--- config.mk ---
export PLATFORM = sky130hd
export DESIGN_NAME = song_recorder
export DESIGN_NICKNAME = d
export VERILOG_FILES = /design/src/rtl/song_recorder.sv
export SDC_FILE = /design/constraint.sdc
export NUM_CORES = 1
export LEC_CHECK = 0
export BUFFER_PORTS_ARGS = -buffer_cell sky130_fd_sc_hd__buf_2
export CAP_MARGIN = 20
export CORE_UTILIZATION = 45
export CTS_BUF_LIST = sky130_fd_sc_hd__clkbuf_8
export DETAILED_ROUTE_END_ITERATION = 10
export GPL_ROUTABILITY_DRIVEN = 0
export SYNTH_ARGS = -nofsm -noshare
export SYNTH_HDL_FRONTEND = slang
export SYNTH_SLANG_ARGS = --single-unit
--- constraint.sdc ---
create_clock -name clk -period 5.7 [get_ports clk]
set_clock_uncertainty 0.2 [all_clocks]
set_input_delay 0.855 -clock clk [delete_from_list [all_inputs] [get_ports clk]]
set_output_delay 0.855 -clock clk [all_outputs]
set_load 0.01 [all_outputs]
--- src/rtl/song_recorder.sv ---
// song_recorder: captures a 7-key performance as {note, duration} entries
// in an internal buffer, read back through a registered one-cycle port.
module song_recorder #(
    parameter int TICK_CYCLES = 1_000_000,
    parameter int DEPTH       = 64,
    parameter int DUR_W       = 8
) (
    input  logic                     clk,
    input  logic                     reset,
    input  logic [6:0]               key_in,
    input  logic                     rec_start,
    input  logic                     rec_stop,
    output logic                     recording,
    output logic                     full,
    output logic [$clog2(DEPTH):0]   song_len,
    input  logic [$clog2(DEPTH)-1:0] rd_addr,
    output logic [2:0]               rd_note,
    output logic [DUR_W-1:0]         rd_dur
);
    localparam int AW = $clog2(DEPTH);
    localparam int TW = TICK_CYCLES > 1 ? $clog2(TICK_CYCLES) : 1;

    typedef enum logic [1:0] {IDLE, ARMED, RECORD} state_t;

    state_t             state, state_n;
    logic [6:0]         key_s1, key_s2;
    logic [2:0]         note, cur_note, cur_note_n;
    logic [DUR_W-1:0]   dur, dur_n, dur_eff;
    logic [TW-1:0]      tick, tick_n;
    logic [AW:0]        song_len_n;
    logic               full_n, wr_en, tick_wrap;
    logic [DUR_W+2:0]   mem [DEPTH];

    always_comb begin
        note = 3'd0;
        for (int i = 6; i >= 0; i--)
            if (key_s2[i]) note = 3'(i + 1);
    end

    // a tick completing on this edge counts toward the segment being closed
    assign tick_wrap = tick == TW'(TICK_CYCLES - 1);
    assign dur_eff   = dur + DUR_W'(tick_wrap);
    assign recording = state == ARMED || state == RECORD;

    always_comb begin
        state_n    = state;
        cur_note_n = cur_note;
        dur_n      = dur;
        tick_n     = tick;
        song_len_n = song_len;
        full_n     = full;
        wr_en      = 1'b0;
        case (state)
            IDLE: if (rec_start) begin
                state_n    = ARMED;
                song_len_n = '0;
                full_n     = 1'b0;
            end
            ARMED: if (rec_stop) begin
                state_n = IDLE;
            end else if (note != 3'd0) begin
                state_n    = RECORD;
                cur_note_n = note;
                dur_n      = '0;
                tick_n     = '0;
            end
            RECORD: begin
                tick_n = tick_wrap ? '0 : tick + TW'(1);
                dur_n  = dur_eff;
                if (rec_stop) begin
                    wr_en   = dur_eff != '0 && cur_note != 3'd0;
                    state_n = IDLE;
                end else if (note != cur_note) begin
                    wr_en      = dur_eff != '0;
                    cur_note_n = note;
                    dur_n      = '0;
                    tick_n     = '0;
                end else if (dur_eff == '1) begin
                    wr_en = 1'b1;
                    dur_n = '0;
                end
            end
            default: state_n = IDLE;
        endcase
        if (wr_en) begin
            song_len_n = song_len + (AW + 1)'(1);
            if (song_len_n == (AW + 1)'(DEPTH)) begin
                full_n  = 1'b1;
                state_n = IDLE;
            end
        end
    end

    always_ff @(posedge clk or posedge reset) begin
        if (reset) begin
            state    <= IDLE;
            key_s1   <= '0;
            key_s2   <= '0;
            cur_note <= '0;
            dur      <= '0;
            tick     <= '0;
            song_len <= '0;
            full     <= 1'b0;
            rd_note  <= '0;
            rd_dur   <= '0;
        end else begin
            state    <= state_n;
            key_s1   <= key_in;
            key_s2   <= key_s1;
            cur_note <= cur_note_n;
            dur      <= dur_n;
            tick     <= tick_n;
            song_len <= song_len_n;
            full     <= full_n;
            {rd_note, rd_dur} <= mem[rd_addr];
        end
    end

    // write pointer is the low bits of the committed count
    always_ff @(posedge clk)
        if (wr_en) mem[song_len[AW-1:0]] <= {cur_note, dur_eff};
endmodule
Word-level counts from Yosys, hierarchy flattened --
Memory sizes are Yosys's and may differ from the RTL's. A register that Yosys moved wholly into a read port is not among the register bits. Cells that the tools add are included.
Word-level totals: memories 1, bits in writable memories 704, bits of input ports 17, register bits after elaboration 55, logic and storage cells 78, output and inout port bits 20
Memory list:
- mem | words 64, width 11, read ports 1, clocked after memory_dff 1, wr ports 1, RTL line 32 | logic [DUR_W+2:0] mem [DEPTH];
Operators by class: reduce and logical (&&, ||, !) cells 12, equal/unequal tests 10, multiplexer cells 44, $add $sub $neg 3
Operators with widths (count):
- $mux W20 | 5
- $mux W8 | 5
- $pmux W20 S2 | 1
- $mux W3 | 11
- $mux W7 | 3
- $add A20 B1 Y20 const B | 1
- $eq A20 B20 Y1 const B | 1
- $pmux W8 S2 | 1
- $mux W2 | 6
- $mux W1 | 10
- $add A8 B1 Y8 | 1
- $eq A8 B8 Y1 const B | 1
- $reduce_bool A8 Y1 | 1
- $add A7 B1 Y7 const B | 1
- $eq A7 B7 Y1 const B | 1
- $pmux W2 S3 | 1
- $pmux W3 S2 | 1
- $reduce_bool A2 Y1 | 3
- $reduce_bool A3 Y1 | 2
- $reduce_and A5 Y1 | 1
- $ne A2 B1 Y1 const B | 2
- $ne A2 B2 Y1 const B | 2
- $ne A3 B3 Y1 | 1
- $reduce_and A3 Y1 | 1
- other kinds (6) | 6

Depth between registers and ports, before layout --
word-level depth 13, depth in mapped cells 18, depth with buffers taken out 15

Worst setup path after synthesis --
OpenSTA, ideal clock, no wires.
path type reg-to-reg, start point register tick[0], end point memory mem[11][0] (netlist name), enable pin, arrival time 5.318 ns, cell stages (with the launch flop) 18, period minus slack after synthesis 5.896 ns, setup time 0.378 ns, buffers on the path 2, path slack -0.196 ns, cell sequence dfrtp_1 > ha_1 > and3_1 > nand3_1 > nor2_1 > nand3_1 > inv_1 > ha_1 > ha_1 > buf_2 > xor2_1 > nand4_1 > nor3_1 > o211ai_1 > o22ai_1 > buf_4 > nand4b_2 > nor2_1
Between the ends: word-level cells in the longest chain between the ends 9, elaborated cells between the ends (all ways) 11
Ends and longest elaborated chain:
- start: declaration | RTL line 29 | logic [TW-1:0] tick, tick_n;
- start signal: assignment | RTL line 112 | tick <= tick_n;
- $eq A20 B20 Y1 (*) | RTL line 41 | assign tick_wrap = tick == TW'(TICK_CYCLES - 1);
- $add A8 B1 Y8 (*) | RTL line 42 | assign dur_eff = dur + DUR_W'(tick_wrap);
- net dur_eff[2] | RTL line 28 | logic [DUR_W-1:0] dur, dur_n, dur_eff;
- $eq A8 B8 Y1 | RTL line 78 | end else if (dur_eff == '1) begin
- $mux W1 | RTL line 78
- $mux W1 | RTL line 73 | end else if (note != cur_note) begin
- $mux W1 (*) | RTL line 70 | if (rec_stop) begin
- $mux W1 (*) | RTL line 53 | case (state)
- $mux W1 (*) | RTL line 121 | if (wr_en) mem[song_len[AW-1:0]] <= {cur_note, dur_eff};
- $mux W1 (implied by the code) (*) | RTL line 121
- end: declaration | RTL line 32
The timed path passes the listed nets; every way through them passes the cells marked *.

Worst setup path after layout --
start point register tick[0], end point memory mem[47][8] (netlist name), enable pin
Between the ends: word-level cells in the longest chain between the ends 9, elaborated cells between the ends (all ways) 11
Ends and longest elaborated chain (RTL line):
- $eq A20 B20 Y1 (*) | 41
- $add A8 B1 Y8 (*) | 42
- $eq A8 B8 Y1 | 78
- $mux W1 | 78
- $mux W1 | 73
- $mux W1 (*) | 70
- $mux W1 (*) | 53
- $mux W1 (*) | 121
- $mux W1 (implied by the code) (*) | 121
Mark *: on every way between the ends. The rest lies on a longest branch, timed or not.

==> metrics.yaml <==
cts:
  postCtsResizedCells: 0
  clock_insertion_delay_worst_skew_ps: 770
  clk_transition_reported_paths_ps: 60
  htree_num_levels: 4
  cts-root-buf: "sky130_fd_sc_hd__clkbuf_8"
  tritoncts: "done"
  tritoncts_buffer_count: 130
  cts_post_setup_buffers_inserted: 0
  clkSinkCount: 770
  clock_tree.buffer_depth: 3
synthesis:
  leading_post_synthesis_cells_by_instance_count: "sky130_fd_sc_hd__edfxtp_1, sky130_fd_sc_hd__mux4_2, sky130_fd_sc_hd__nor2_1"
  yosys.cell_count.top_type: "sky130_fd_sc_hd__edfxtp_1"
  netlist_area_sq_mm: 0.0303
  mappedNetlistNets: 1436
  synth.avg_cell_area_sq_um: 21.5
  synth.lib_cells_used.distinct: 63
  synthDominantCellAreaShare_pct: 69.7
  ys_async_sr_fraction_pct: 8.57
  top_ff_cell_synth: "sky130_fd_sc_hd__edfxtp_1"
  synth.ff_latch_count: 770
  syn_inst: 1411
  synth-edff-count: 704
  synth.area.top_cells: "sky130_fd_sc_hd__edfxtp_1, sky130_fd_sc_hd__mux4_2, sky130_fd_sc_hd__dfrtp_1"
  synth_warnings: 0
  library_cell_occupying_the_most_area_in_the_post_synthesis_netlist: "sky130_fd_sc_hd__edfxtp_1"
  ys_seq_area_share_pct: 75.1
setup_path:
  critical_path.reg2reg.startpoint: "tick[0]"
  reg2reg_to: "mem[47][8]"
  critPathSlowestCell: "sky130_fd_sc_hd__nand2b_1"
  path_class: "reg -> reg"
  worst-path-max-fanout: 11
  crit_top_cell: "sky130_fd_sc_hd__nand3_1"
  critical_path_required_ps: 5950
  rrSetupSlack_ps: 980
  timing.reg2reg.worst_path_depth: 16
  crit_path_capture_type: "flop"
  cp_num_buf_inv: 2
  critPathTopFamily: "simple AND/OR/NAND/NOR gates"
  cp-start-kind: "flop"
  timing.critical_path.from: "tick[0]"
  critPathArrivalTime_ps: 4970
  max_stage_delay_ps: 640
  crit_path_cell_trace: "ha_1 -> and3_1 -> nand3_1 -> nor2_1 -> nand3_1 -> inv_1 -> ha_2 -> ha_2 -> nand3_1 -> xor2_1 -> nor3_1 -> o211ai_1 -> o22ai_2 -> nand2b_1 -> nor2_1 -> buf_4"
status:
  status: "complete, no violations"
worst_hold_path:
  hold-path-endpoint: "key_s2[4]"
  min-delay-path-class: "reg -> reg"
  hold_depth: 0
  hp-start: "key_s1[4]"
place:
  port_buffers: 36
  place.detailed.instances: 2325
  dp_slack_ps: 990
  dp_hpwl_um: 41600
sta:
  period_minus_slack_ps: 4720
  report.final.setup_viol: 0
  unrepaired_setup_endpoints_after_global_routing: "false"
  fin_setup_tns_ps: 0
  timing_max_transition_violations_final: 0
  hold_ws_ps: 142
  fmax_ghz: 0.212
  final_hold_vio_count: 0
  maxSlewHeadroom_pct: 35.2
  finalWorstSetupSlack_ps: 978
  min_period_over_period_pct: 82.8
  worstMarginPinSlew_ps: 945
floorplanning:
  initial_core_util_pct: 45.8
  die_height_um: 262
  core_sq_mm: 0.0662
  die_x_um: 262
  row_count: 94
  top_level_ports: 37
  die-area_sq_mm: 0.0684
route:
  dr_total_vias: 14600
  drtAntennaViolNets: 0
  routed_wire_length_per_instance_um: 27.2
  detail_route.drc_violations: 0
  initialDrtViolationCount: 1303
  wl_um: 69600
  drtPass1Iterations: 5
  routed_via_density: 5.72
global_route:
  antenna_found_initial: 3
  pin_count_of_the_biggest_net_entering_global_routing: 72
  grt_overflow: 0
  grt_first_pass_wirelength_um: 102000
  vias_in_the_first_global_route: 15100
  grtUsageTotal_pct: 21.2
cells_and_area:
  filler_cell_count: 5142
  drive_above_1_share_pct: 32.6
  num-nets-final: 1625
  instances_no_fill: 2560
  area_growth_syn_to_layout_pct: 13.7
pwr:
  power.total_uw: 11700
  p_per_area_mw_per_mm2: 339
  power_leakage_uw: 0.0128
  irDropWorstVdd_uv: 209
run:
  max_capacitance_violation_total: 0
-- power breakdown --
group | switching (uW) | internal, uW
Clock | 2160 | 2430
Combinational | 408 | 205
Sequential | 173 | 6320
Total | 2750 | 8960
-- worst reg2reg max path: stages, from the launching register on --
cell and delay, ps:
sky130_fd_sc_hd__dfrtp_1 370, sky130_fd_sc_hd__ha_1 210, sky130_fd_sc_hd__and3_1 180, sky130_fd_sc_hd__nand3_1 100, sky130_fd_sc_hd__nor2_1 140, sky130_fd_sc_hd__nand3_1 180
sky130_fd_sc_hd__inv_1 110, sky130_fd_sc_hd__ha_2 210, sky130_fd_sc_hd__ha_2 320, sky130_fd_sc_hd__nand3_1 140, sky130_fd_sc_hd__xor2_1 220, sky130_fd_sc_hd__nor3_1 220
sky130_fd_sc_hd__o211ai_1 180, sky130_fd_sc_hd__o22ai_2 490, sky130_fd_sc_hd__nand2b_1 650, sky130_fd_sc_hd__nor2_1 260, sky130_fd_sc_hd__buf_4 230
-- how the worst max path moves through the flow --
stage,end,cells past startpoint,slack [ps]
final,mem[47][8],16,980
after floorplan,mem[11][0],15,30
after CTS,mem[39][9],16,970
after global placement,mem[39][6],15,1130
after global routing,mem[7][3],16,630
after detailed placement,mem[39][7],16,990
-- through the flow --
step / instance area, sq um / util (%)
global placement: 32000 / 48.3
global route: 34500 / 52.1
detailed placement: 32000 / 48.3
CTS: 34500 / 52.1
finish: 34500 / 52.1
floorplan: 30300 / -
-- logic make-up after synthesis --
group / after synthesis / synth area share (%)
flip-flops: 770 / 75.1
multiplexers: 238 / 17.4
AND/OR/NAND/NOR: 214 / 3.48
AO/OA/AOI/OAI: 86 / 1.95
buffers and inverters: 85 / 1.42
XOR/XNOR: 10 / 0.289
adder cells (fa/ha/maj): 8 / 0.330
-- per-layer routing --
layer	GRT usage [%]	up-vias	routed length (um)
li1	-	6270	-
met3	5.30	103	4450
met2	33.2	464	34200
met1	29.2	7811	29400
met4	7.20	0	1550
met5	0	-	0
-- what timing repair did --
action,4_1_cts,5_1_grt
endpoints found under the hold margin,7,0
hold buffers,7,0
endpoints found under the setup margin,0,0
-- layout make-up --
class | count | area [sq um] | area share [%]
sequential | 770 | 22800 | 66.1
multi-input combinational | 556 | 7170 | 20.8
clock buffer | 142 | 1950 | 5.67
tap | 864 | 1080 | 3.13
timing repair buffer | 130 | 982 | 2.85
clock inverter | 85 | 458 | 1.33
inverter | 12 | 46.3 | 0.134
antenna | 1 | 2.50 | 0.00725
-- placed cells by master (no fill, tap or decap), types with 6 or more instances in the layout --
| master | n |
|---|---|
| sky130_fd_sc_hd__nor2_1 | 85 |
| sky130_fd_sc_hd__inv_1 | 58 |
| sky130_fd_sc_hd__nand2_1 | 39 |
| sky130_fd_sc_hd__dlygate4sd3_1 | 7 |
| sky130_fd_sc_hd__nor2b_1 | 12 |
| sky130_fd_sc_hd__clkinv_1 | 12 |
| sky130_fd_sc_hd__nor4_1 | 6 |
| sky130_fd_sc_hd__a21oi_1 | 11 |
| sky130_fd_sc_hd__mux4_2 | 231 |
| sky130_fd_sc_hd__clkinv_2 | 13 |
| sky130_fd_sc_hd__buf_4 | 82 |
| sky130_fd_sc_hd__a22o_1 | 12 |
| sky130_fd_sc_hd__o21ai_0 | 25 |
| sky130_fd_sc_hd__nand3_1 | 16 |
| sky130_fd_sc_hd__clkbuf_8 | 142 |
| sky130_fd_sc_hd__dfrtp_1 | 63 |
| sky130_fd_sc_hd__edfxtp_1 | 704 |
| sky130_fd_sc_hd__buf_2 | 34 |
| sky130_fd_sc_hd__o21ai_1 | 10 |
| sky130_fd_sc_hd__ha_1 | 6 |
| sky130_fd_sc_hd__nor3_1 | 14 |
| sky130_fd_sc_hd__and3_1 | 8 |
-- sequential cells by signal (all words and copies together) (netlist names) --
signal and flops:
cur_note 3, rd_note 3, key_s2 7, mem 704, dur 8, full 1
rd_dur 8, key_s1 7, tick 20, song_len 7, state 2
No activity file was read; power rests on OpenSTA's default activity.
